--- config.mk ---
export PLATFORM = sky130hd
export DESIGN_NAME = ibex_trace_buffer
export DESIGN_NICKNAME = d
export VERILOG_FILES = /design/src/rtl/ibex_trace_buffer.sv
export SDC_FILE = /design/constraint.sdc
export NUM_CORES = 1
export LEC_CHECK = 0
export CORE_ASPECT_RATIO = 1.25
export CORE_MARGIN = 2
export CORE_UTILIZATION = 30
export DETAILED_ROUTE_END_ITERATION = 16
export PLACE_DENSITY = 0.57
export SLEW_MARGIN = 5
export SYNTH_ARGS = -nofsm -noshare
export SYNTH_HDL_FRONTEND = slang
export SYNTH_SLANG_ARGS = --single-unit
--- constraint.sdc ---
create_clock -name clk_i -period 6.99 [get_ports clk_i]
set_clock_uncertainty 0.1 [all_clocks]
set_input_delay 1.7475 -clock clk_i [delete_from_list [all_inputs] [get_ports clk_i]]
set_output_delay 1.7475 -clock clk_i [all_outputs]
set_load 0.02 [all_outputs]
--- src/rtl/ibex_trace_buffer.sv ---
// Retirement-trace capture buffer for the ibex RVFI port: circular record store with
// one-shot / wrap-with-trigger capture and an oldest-first valid/ready readout stream.
module ibex_trace_buffer #(
    parameter int unsigned Depth       = 16,
    parameter int unsigned PostTrigger = 8,
    parameter int unsigned CntW        = $clog2(Depth) + 1
) (
    input  logic            clk_i,
    input  logic            rst_i,
    input  logic            rvfi_valid_i,
    input  logic [31:0]     rvfi_pc_rdata_i,
    input  logic [31:0]     rvfi_insn_i,
    input  logic [4:0]      rvfi_rd_addr_i,
    input  logic [31:0]     rvfi_rd_wdata_i,
    input  logic            rvfi_trap_i,
    input  logic            rvfi_intr_i,
    input  logic            arm_i,
    input  logic            mode_i,
    input  logic            trig_en_i,
    input  logic [31:0]     trig_pc_i,
    output logic [1:0]      state_o,
    output logic [CntW-1:0] count_o,
    output logic            trig_o,
    output logic            rd_valid_o,
    input  logic            rd_ready_i,
    output logic [102:0]    rd_data_o,
    output logic            rd_last_o
);

    localparam int unsigned AW = $clog2(Depth);
    localparam int unsigned PW = $clog2(Depth);
    localparam int unsigned RW = 103;

    localparam logic [CntW-1:0] L_DEPTH    = CntW'(Depth);
    localparam logic [CntW-1:0] L_DEPTH_M1 = CntW'(Depth - 32'd1);
    localparam logic [CntW-1:0] L_CNT_ZERO = CntW'(1'b0);
    localparam logic [CntW-1:0] L_CNT_ONE  = CntW'(1'b1);
    localparam logic [AW-1:0]   L_PTR_ZERO = AW'(1'b0);
    localparam logic [AW-1:0]   L_PTR_ONE  = AW'(1'b1);
    localparam logic [PW-1:0]   L_POST     = PW'(PostTrigger);
    localparam logic [PW-1:0]   L_POST_ZERO = PW'(1'b0);
    localparam logic [PW-1:0]   L_POST_ONE = PW'(1'b1);

    typedef enum logic [1:0] {
        ST_IDLE    = 2'd0,
        ST_CAPTURE = 2'd1,
        ST_POST    = 2'd2,
        ST_DONE    = 2'd3
    } state_e;

    function automatic logic [RW-1:0] f_pack(
        input logic        trap,
        input logic        intr,
        input logic [4:0]  rd_addr,
        input logic [31:0] pc,
        input logic [31:0] insn,
        input logic [31:0] wdata
    );
        return {trap, intr, rd_addr, pc, insn, wdata};
    endfunction

    state_e          r_state;
    logic [AW-1:0]   r_wptr;
    logic [CntW-1:0] r_count;
    logic [PW-1:0]   r_post;
    logic            r_trig;
    logic            r_mode;
    logic [RW-1:0]   r_mem [Depth];

    state_e          w_state_nxt;
    logic [AW-1:0]   w_wptr_nxt;
    logic [CntW-1:0] w_count_nxt;
    logic [PW-1:0]   w_post_nxt;
    logic            w_trig_nxt;
    logic            w_mode_nxt;
    logic            w_we;
    logic            w_trig_hit;
    logic [CntW-1:0] w_count_inc;
    logic [AW-1:0]   w_rd_idx;
    logic            w_rd_valid;
    logic [RW-1:0]   w_rec;

    assign w_trig_hit  = rvfi_valid_i &
                         (rvfi_trap_i | (trig_en_i & (rvfi_pc_rdata_i == trig_pc_i)));
    assign w_count_inc = (r_count == L_DEPTH) ? L_DEPTH : (r_count + L_CNT_ONE);
    assign w_rec       = f_pack(rvfi_trap_i, rvfi_intr_i, rvfi_rd_addr_i,
                                rvfi_pc_rdata_i, rvfi_insn_i, rvfi_rd_wdata_i);
    // Oldest entry sits count slots behind the write pointer; a full buffer wraps onto it.
    assign w_rd_idx    = r_wptr - r_count[AW-1:0];
    assign w_rd_valid  = (r_state == ST_DONE) && (r_count != L_CNT_ZERO);

    // Next-state, pointer, counter and write-enable decode.
    always_comb begin
        w_state_nxt = r_state;
        w_wptr_nxt  = r_wptr;
        w_count_nxt = r_count;
        w_post_nxt  = r_post;
        w_trig_nxt  = r_trig;
        w_mode_nxt  = r_mode;
        w_we        = 1'b0;
        if (arm_i) begin
            w_state_nxt = ST_CAPTURE;
            w_wptr_nxt  = L_PTR_ZERO;
            w_count_nxt = L_CNT_ZERO;
            w_post_nxt  = L_POST_ZERO;
            w_trig_nxt  = 1'b0;
            w_mode_nxt  = mode_i;
        end else begin
            case (r_state)
                ST_IDLE: begin
                    w_state_nxt = ST_IDLE;
                end
                ST_CAPTURE: begin
                    if (rvfi_valid_i) begin
                        w_we        = 1'b1;
                        w_wptr_nxt  = r_wptr + L_PTR_ONE;
                        w_count_nxt = w_count_inc;
                        if (w_trig_hit) begin
                            w_trig_nxt = 1'b1;
                        end else begin
                            w_trig_nxt = r_trig;
                        end
                        if (!r_mode) begin
                            if (r_count == L_DEPTH_M1) begin
                                w_state_nxt = ST_DONE;
                            end else begin
                                w_state_nxt = ST_CAPTURE;
                            end
                        end else if (w_trig_hit) begin
                            if (PostTrigger == 32'd0) begin
                                w_state_nxt = ST_DONE;
                            end else begin
                                w_state_nxt = ST_POST;
                                w_post_nxt  = L_POST;
                            end
                        end else begin
                            w_state_nxt = ST_CAPTURE;
                        end
                    end else begin
                        w_state_nxt = ST_CAPTURE;
                    end
                end
                ST_POST: begin
                    if (rvfi_valid_i) begin
                        w_we        = 1'b1;
                        w_wptr_nxt  = r_wptr + L_PTR_ONE;
                        w_count_nxt = w_count_inc;
                        w_post_nxt  = r_post - L_POST_ONE;
                        if (w_trig_hit) begin
                            w_trig_nxt = 1'b1;
                        end else begin
                            w_trig_nxt = r_trig;
                        end
                        if (r_post == L_POST_ONE) begin
                            w_state_nxt = ST_DONE;
                        end else begin
                            w_state_nxt = ST_POST;
                        end
                    end else begin
                        w_state_nxt = ST_POST;
                    end
                end
                ST_DONE: begin
                    if (w_rd_valid && rd_ready_i) begin
                        w_count_nxt = r_count - L_CNT_ONE;
                    end else begin
                        w_count_nxt = r_count;
                    end
                end
                default: begin
                    w_state_nxt = ST_IDLE;
                end
            endcase
        end
    end

    // Control state registers with synchronous reset.
    always_ff @(posedge clk_i) begin
        if (rst_i) begin
            r_state <= ST_IDLE;
            r_wptr  <= L_PTR_ZERO;
            r_count <= L_CNT_ZERO;
            r_post  <= L_POST_ZERO;
            r_trig  <= 1'b0;
            r_mode  <= 1'b0;
        end else begin
            r_state <= w_state_nxt;
            r_wptr  <= w_wptr_nxt;
            r_count <= w_count_nxt;
            r_post  <= w_post_nxt;
            r_trig  <= w_trig_nxt;
            r_mode  <= w_mode_nxt;
        end
    end

    // Record storage; contents are intentionally not cleared by reset.
    always_ff @(posedge clk_i) begin
        if (w_we && !rst_i) begin
            r_mem[r_wptr] <= w_rec;
        end
    end

    // Readout stream, held at zero whenever no entry is offered.
    always_comb begin
        rd_valid_o = w_rd_valid;
        if (w_rd_valid) begin
            rd_data_o = r_mem[w_rd_idx];
            rd_last_o = (r_count == L_CNT_ONE);
        end else begin
            rd_data_o = {RW{1'b0}};
            rd_last_o = 1'b0;
        end
    end

    assign state_o = r_state;
    assign count_o = r_count;
    assign trig_o  = r_trig;

endmodule

==> results of run 1 <==
==> metrics by stage <==
step | setup WS, ps | instances | instance area [sq um] | hold slack (ps)
5_1_grt | 242 | 6447 | 76600 | 433
3_5_place_dp | 1240 | 6138 | 71300 | 392
4_1_cts | 341 | 6446 | 76600 | 401
6_report | 464 | 6449 | 76600 | 403
3_3_place_gp | 1290 | 6138 | 71300 | 389
2_1_floorplan | -444 | 3177 | 64400 | 355
==> report_power, final <==
| part | switching (W) | internal [W] |
|---|---|---|
| logic | 0.000670 | 0.000547 |
| registers | 0.00000604 | 0.0110 |
| clock network | 0.00393 | 0.00483 |
| total | 0.00461 | 0.0164 |
==> cell type report <==
| cell class | count | area (sq um) | share of cell area [%] |
|---|---|---|---|
| diodes | 3 | 7.51 | 0.00980 |
| clock buffers | 196 | 4330 | 5.65 |
| inverters | 18 | 67.6 | 0.0882 |
| repair buffers | 348 | 3850 | 5.02 |
| multi-input cells | 1323 | 14000 | 18.3 |
| clock inverters | 112 | 1030 | 1.34 |
| flip-flops and latches | 1665 | 49800 | 65.0 |
| well taps | 2784 | 3480 | 4.55 |
==> tightest hold or removal path: stages, from the launching register on <==
cell and delay [ps]:
dfxtp_1 340, inv_1 60, a211oi_1 50
==> path summary, 6_finish.rpt <==
| path | from | endpoint | slack (ps) | depth (start not counted) |
|---|---|---|---|---|
| hold / removal | r_post[3] | r_post[3] | 400 | 2 |
| setup / recovery | r_wptr[0] | rd_data_o[12] | 460 | 10 |
| hold reg to reg | r_post[3] | r_post[3] | 400 | 2 |
| setup reg to reg | state_o[0] | r_mem[2][77] | 3710 | 8 |
==> cells by family (layout without fill, tap and decap cells) <==
logic type	Yosys count	in the layout
fa+ha+maj	19	19
xor+xnor	43	43
simple gates	813	813
buf+inv	189	674
mux	415	415
other cells	0	3
flops	1665	1665
compound gates	33	33
==> flip-flops by register name, summed over array words and instances, names as in the netlist <==
signal	flops
r_mem	1648
r_post	4
count_o	5
r_mode	1
trig_o	1
state_o	2
r_wptr	4
==> per-layer routing <==
metal | track usage, % | part of all wire [%]
met1 | 20.1 | 42
met2 | 25.5 | 49
met3 | 3.70 | 6.3
met4 | 4.32 | 2.5
met5 | 0 | 0.14
==> synth_stat cells <==
cell type | count | area, sq um
a2111oi_0 | 1 | 8.76
a211oi_1 | 2 | 15.0
a21boi_0 | 1 | 7.51
a21o_1 | 3 | 22.5
a21oi_1 | 8 | 40.0
a311o_1 | 1 | 10.0
a31o_2 | 3 | 26.3
a31oi_1 | 3 | 18.8
and3_1 | 104 | 651
and4_1 | 1 | 8.76
buf_1 | 24 | 90.1
buf_2 | 60 | 300
buf_4 | 1 | 7.51
clkbuf_1 | 86 | 323
dfxtp_1 | 17 | 340
edfxtp_1 | 1648 | 49500
fa_1 | 1 | 20.0
ha_1 | 18 | 225
inv_1 | 18 | 67.6
mux2_2 | 1 | 11.3
mux2i_1 | 2 | 20.0
mux4_2 | 412 | 9280
nand2_1 | 431 | 1620
nand2b_1 | 1 | 6.26
nand3_1 | 212 | 1060
nand4_1 | 8 | 50.1
nand4b_2 | 1 | 15.0
nor2_1 | 39 | 146
nor2b_1 | 1 | 6.26
nor3_1 | 6 | 30.0
nor4_1 | 3 | 18.8
nor4_4 | 1 | 21.3
nor4b_1 | 2 | 17.5
o2111a_1 | 1 | 11.3
o211ai_1 | 1 | 7.51
o21ai_0 | 7 | 35.0
o21ai_1 | 1 | 5.00
o31ai_1 | 1 | 7.51
or2_2 | 1 | 6.26
or3_1 | 1 | 6.26
or4_1 | 1 | 7.51
xnor2_1 | 37 | 324
xor2_1 | 6 | 52.6
==> flow_summary.toml, run 1 <==
[run_status]
status = "completed"

[clock_tree]
cts-htree-levels = 4
ctsResizeCount = 0
cts-root-buf = "clkbuf_16"
insertion_delay_ps = 820
ctsHoldBuffers = 0
cts_tree = "yes"
clock-sinks = 1665
path_clk_slew_ps = 60
cts_setup_buffers = 0
cts_buffers = 168
clockBufferDepth = 3

[floorplan]
ios = 255
die_y_um = 522
dieWidth_um = 419
core_sq_um = 214000
start_util_pct = 30.1
rows = 190
die_area_sq_um = 219000

[final_layout]
final_util_pct = 35.8
mostFrequentLayoutCells = "edfxtp_1, nand2_1, mux4_2, clkdlybuf4s50_1, nand3_1"
area_delta_synth_final_pct = 18.9
final_common_cell = "edfxtp_1"
fin_nets = 3685
drive_gt1_share_pct = 21.1
nFillCells = 19700

[worst_setup_path]
crit_top_cell = "buf_12"
crit_chain = "inv_1, ha_4, fa_4, buf_12, buf_12, mux4_2, nand2_1, nand3_1, and3_1, clkdlybuf4s50_1"
critPathBufInv = 4
cp.arrival_ps = 4680
critPathLaunchType = "register"
cp_top_family = "adder cells"
path_class = "reg -> out"
critPathRequiredTime_ps = 5140
max_stage_delay_ps = 1150
crit_fanout = 35
end_kind = "output pin"
slowest_stage = "fa_4"

[sta]
hold_violations = 0
worst_pin_slew_ps = 1080
slew_headroom_pct = 27.4
rsz0062_at_grt = "false"
setup_tns_ps = 0
setup_viol = 0
finalCriticalPeriod_ps = 6530
finalCritPeriodShare_pct = 93.4
max_freq_ghz = 0.153
finalMaxSlewViolations = 0

[flow_run]
max_cap_violations = 0

[global_route]
grt_pass1_vias = 33400
grt_pass1_wl_mm = 241
grt_max_degree = 73
grt_util_all_layers_pct = 15.4
grt-ovfl-total = 0
antenna_found_initial = 26

[routing]
final_antenna_net_count = 0
drt_iter0_drc = 2849
via_per_inst = 4.98
num_vias = 32100
dr.pass1.iters = 5
drc = 0
wl_per_cell_um = 26.4
routed_wirelength_mm = 170

[synth]
syn_inst = 3177
yosys.area_share.adder_pct = 0.381
synth_warnings = 0
synth_top_family_by_area = "multiplexers"
synthMuxAreaShare_pct = 14.4
synth_cell_types = 43
synthSimpleGateAreaFrac_pct = 5.70
syn_nets = 3338
avgSynthCellArea_sq_um = 20.3
synth-xor-area-share_pct = 0.585
synth-seq-cells = 1665
synthesis.area_sq_um = 64400
yosysSeqAreaShare_pct = 77.3
synth-compound-area-share_pct = 0.334

[hold_path]
hold_path.class = "reg -> reg"

[power]
irDropWorstVdd_v = 0.000194
power.total_w = 0.0210
power.density_nw_per_um2 = 274
p_leak_nw = 24.7

[place]
dpl.hpwl_mm = 87.1
gp_congestion = 0.685
portBuffers = 254
Power figures use the tool's default switching activity.
==> inputs of run 2 (changes only) <==
--- a/config.mk
+++ b/config.mk
@@ -9,6 +9,7 @@
 export CORE_MARGIN = 2
 export CORE_UTILIZATION = 30
 export DETAILED_ROUTE_END_ITERATION = 16
+export MAX_ROUTING_LAYER = met4
 export PLACE_DENSITY = 0.57
 export SLEW_MARGIN = 5
 export SYNTH_ARGS = -nofsm -noshare
==> flow_summary.toml, run 2 (synthesized netlist as in run 1, its figures left out) <==
[global_route]
grt_pass1_vias = 33400
top_usage_layer = "met2"
use_met2_pct = 25.5
grt_max_degree = 73
antenna_found_initial = 28
met3_usage_pct = 3.84
use_met1_pct = 20.1
grt-ovfl-total = 0
grt_pass1_wl_mm = 241
grt_util_all_layers_pct = 15.9

[final_layout]
fin_nets = 3685
area_delta_synth_final_pct = 19.0
final_util_pct = 35.8
final_area_sq_um = 76700
mostFrequentLayoutCells = "edfxtp_1, nand2_1, mux4_2, clkdlybuf4s50_1, nand3_1"
regMostFlops = "r_mem"
final_common_cell = "edfxtp_1"
largest_reg_flops = 1648
fin_cells = 6473
drive_gt1_share_pct = 21.1

[clock_tree]
cts-root-buf = "clkbuf_16"
clock-sinks = 1665
cts_setup_buffers = 0
ctsResizeCount = 0
clockBufferDepth = 3
cts_buffers = 168
cts-htree-levels = 4
ctsHoldBuffers = 0
path_clk_slew_ps = 60
insertion_delay_ps = 820
cts_tree = "yes"

[sta]
max_freq_ghz = 0.153
setup_viol = 0
finalMaxSlewViolations = 0
rsz0062_at_grt = "false"
hold_ws_ps = 405
slew_headroom_pct = 31.9
finalCriticalPeriod_ps = 6530
worst_pin_slew_ps = 1020
hold_violations = 0
finalCritPeriodShare_pct = 93.4

[power]
p_switching_w = 0.00460
seqPwrFrac_pct = 52.4
p_sw_share_pct = 22.0
power.total_w = 0.0210
p_leak_nw = 24.7
power.density_nw_per_um2 = 273
clock_power_share_pct = 41.8
power_frac_comb_pct = 5.8
irDropWorstVdd_v = 0.000193
p_int_w = 0.0164

[routing]
num_vias = 32100
final_antenna_net_count = 0
drt_iter0_drc = 2887
drc = 0
dr.pass1.iters = 7
wl_per_cell_um = 26.3
routed_wirelength_mm = 170
via_per_inst = 4.95

[worst_setup_path]
path_class = "reg -> out"
critPathLaunchType = "register"
cp.arrival_ps = 4680
critPathRequiredTime_ps = 5140
end_kind = "output pin"
crit_fanout = 37

[hold_path]
hold_path.class = "reg -> reg"

[place]
gp_congestion = 0.692
dpl.hpwl_mm = 87.1
portBuffers = 254
dp.cells = 6138
place_area_sq_um = 71300

[floorplan]
core_sq_um = 214000
die_y_um = 522
ios = 255
rows = 190
die_area_sq_um = 219000
start_util_pct = 30.1
dieWidth_um = 419

[flow_run]
max_cap_violations = 0

[run_status]
status = "completed"
==> run 2: cell types whose count changed in the layout (fill, tap and decap cells not counted) <==
cell     change
diode_2     +24
==> run 2: final timing paths <==
kind / slack (ps) / startpoint / cells after the start / end
worst min register to register: 410 / r_post[3] / 2 / r_post[3]
worst max-delay path: 460 / r_wptr[0] / 9 / rd_data_o[84]
worst min-delay path: 410 / r_post[3] / 2 / r_post[3]
worst max register to register: 3700 / state_o[0] / 8 / r_mem[2][77]
==> run 2: metal layers <==
metal	wire, um	part of all wire (%)
met4	4050	2.4
met1	71700	42
met3	10900	6.4
met5	0	0
met2	83300	49
==> run 2: power by group through the flow <==
stage	Combinational, W	Clock (W)	Sequential, W
2_1_floorplan	0.000754	0	0.0112
3_3_place_gp	0.00123	0	0.0112
3_5_place_dp	0.00125	0	0.0112
4_1_cts	0.00125	0.00897	0.0110
5_1_grt	0.00133	0.00933	0.0110
6_report	0.00122	0.00875	0.0110
==> run 2: per-stage QoR <==
| stage | worst slack (ps) | setup TNS [ps] |
|---|---|---|
| after floorplan | -444 | -589070 |
| after global placement | 1290 | 0 |
| after detailed placement | 1240 | 0 |
| after CTS | 341 | 0 |
| after global routing | 242 | 0 |
| final | 463 | 0 |
==> run 2: layout make-up <==
type | instances | area, sq um
inverter | 18 | 67.6
clock inverter | 112 | 1030
timing repair buffer | 348 | 3850
multi-input combinational | 1323 | 14000
tap | 2784 | 3480
clock buffer | 196 | 4330
fill | 19700 | 137000
sequential | 1665 | 49800
antenna | 27 | 67.6
==> run 2: critical path, cell delays in order, from the launching register on <==
cell and delay [ps]:
dfxtp_1 410, inv_1 140, ha_4 180, fa_4 1150, buf_4 570, mux4_2 400
nand2_1 80, nand3_1 90, and3_1 240, clkdlybuf4s50_1 540
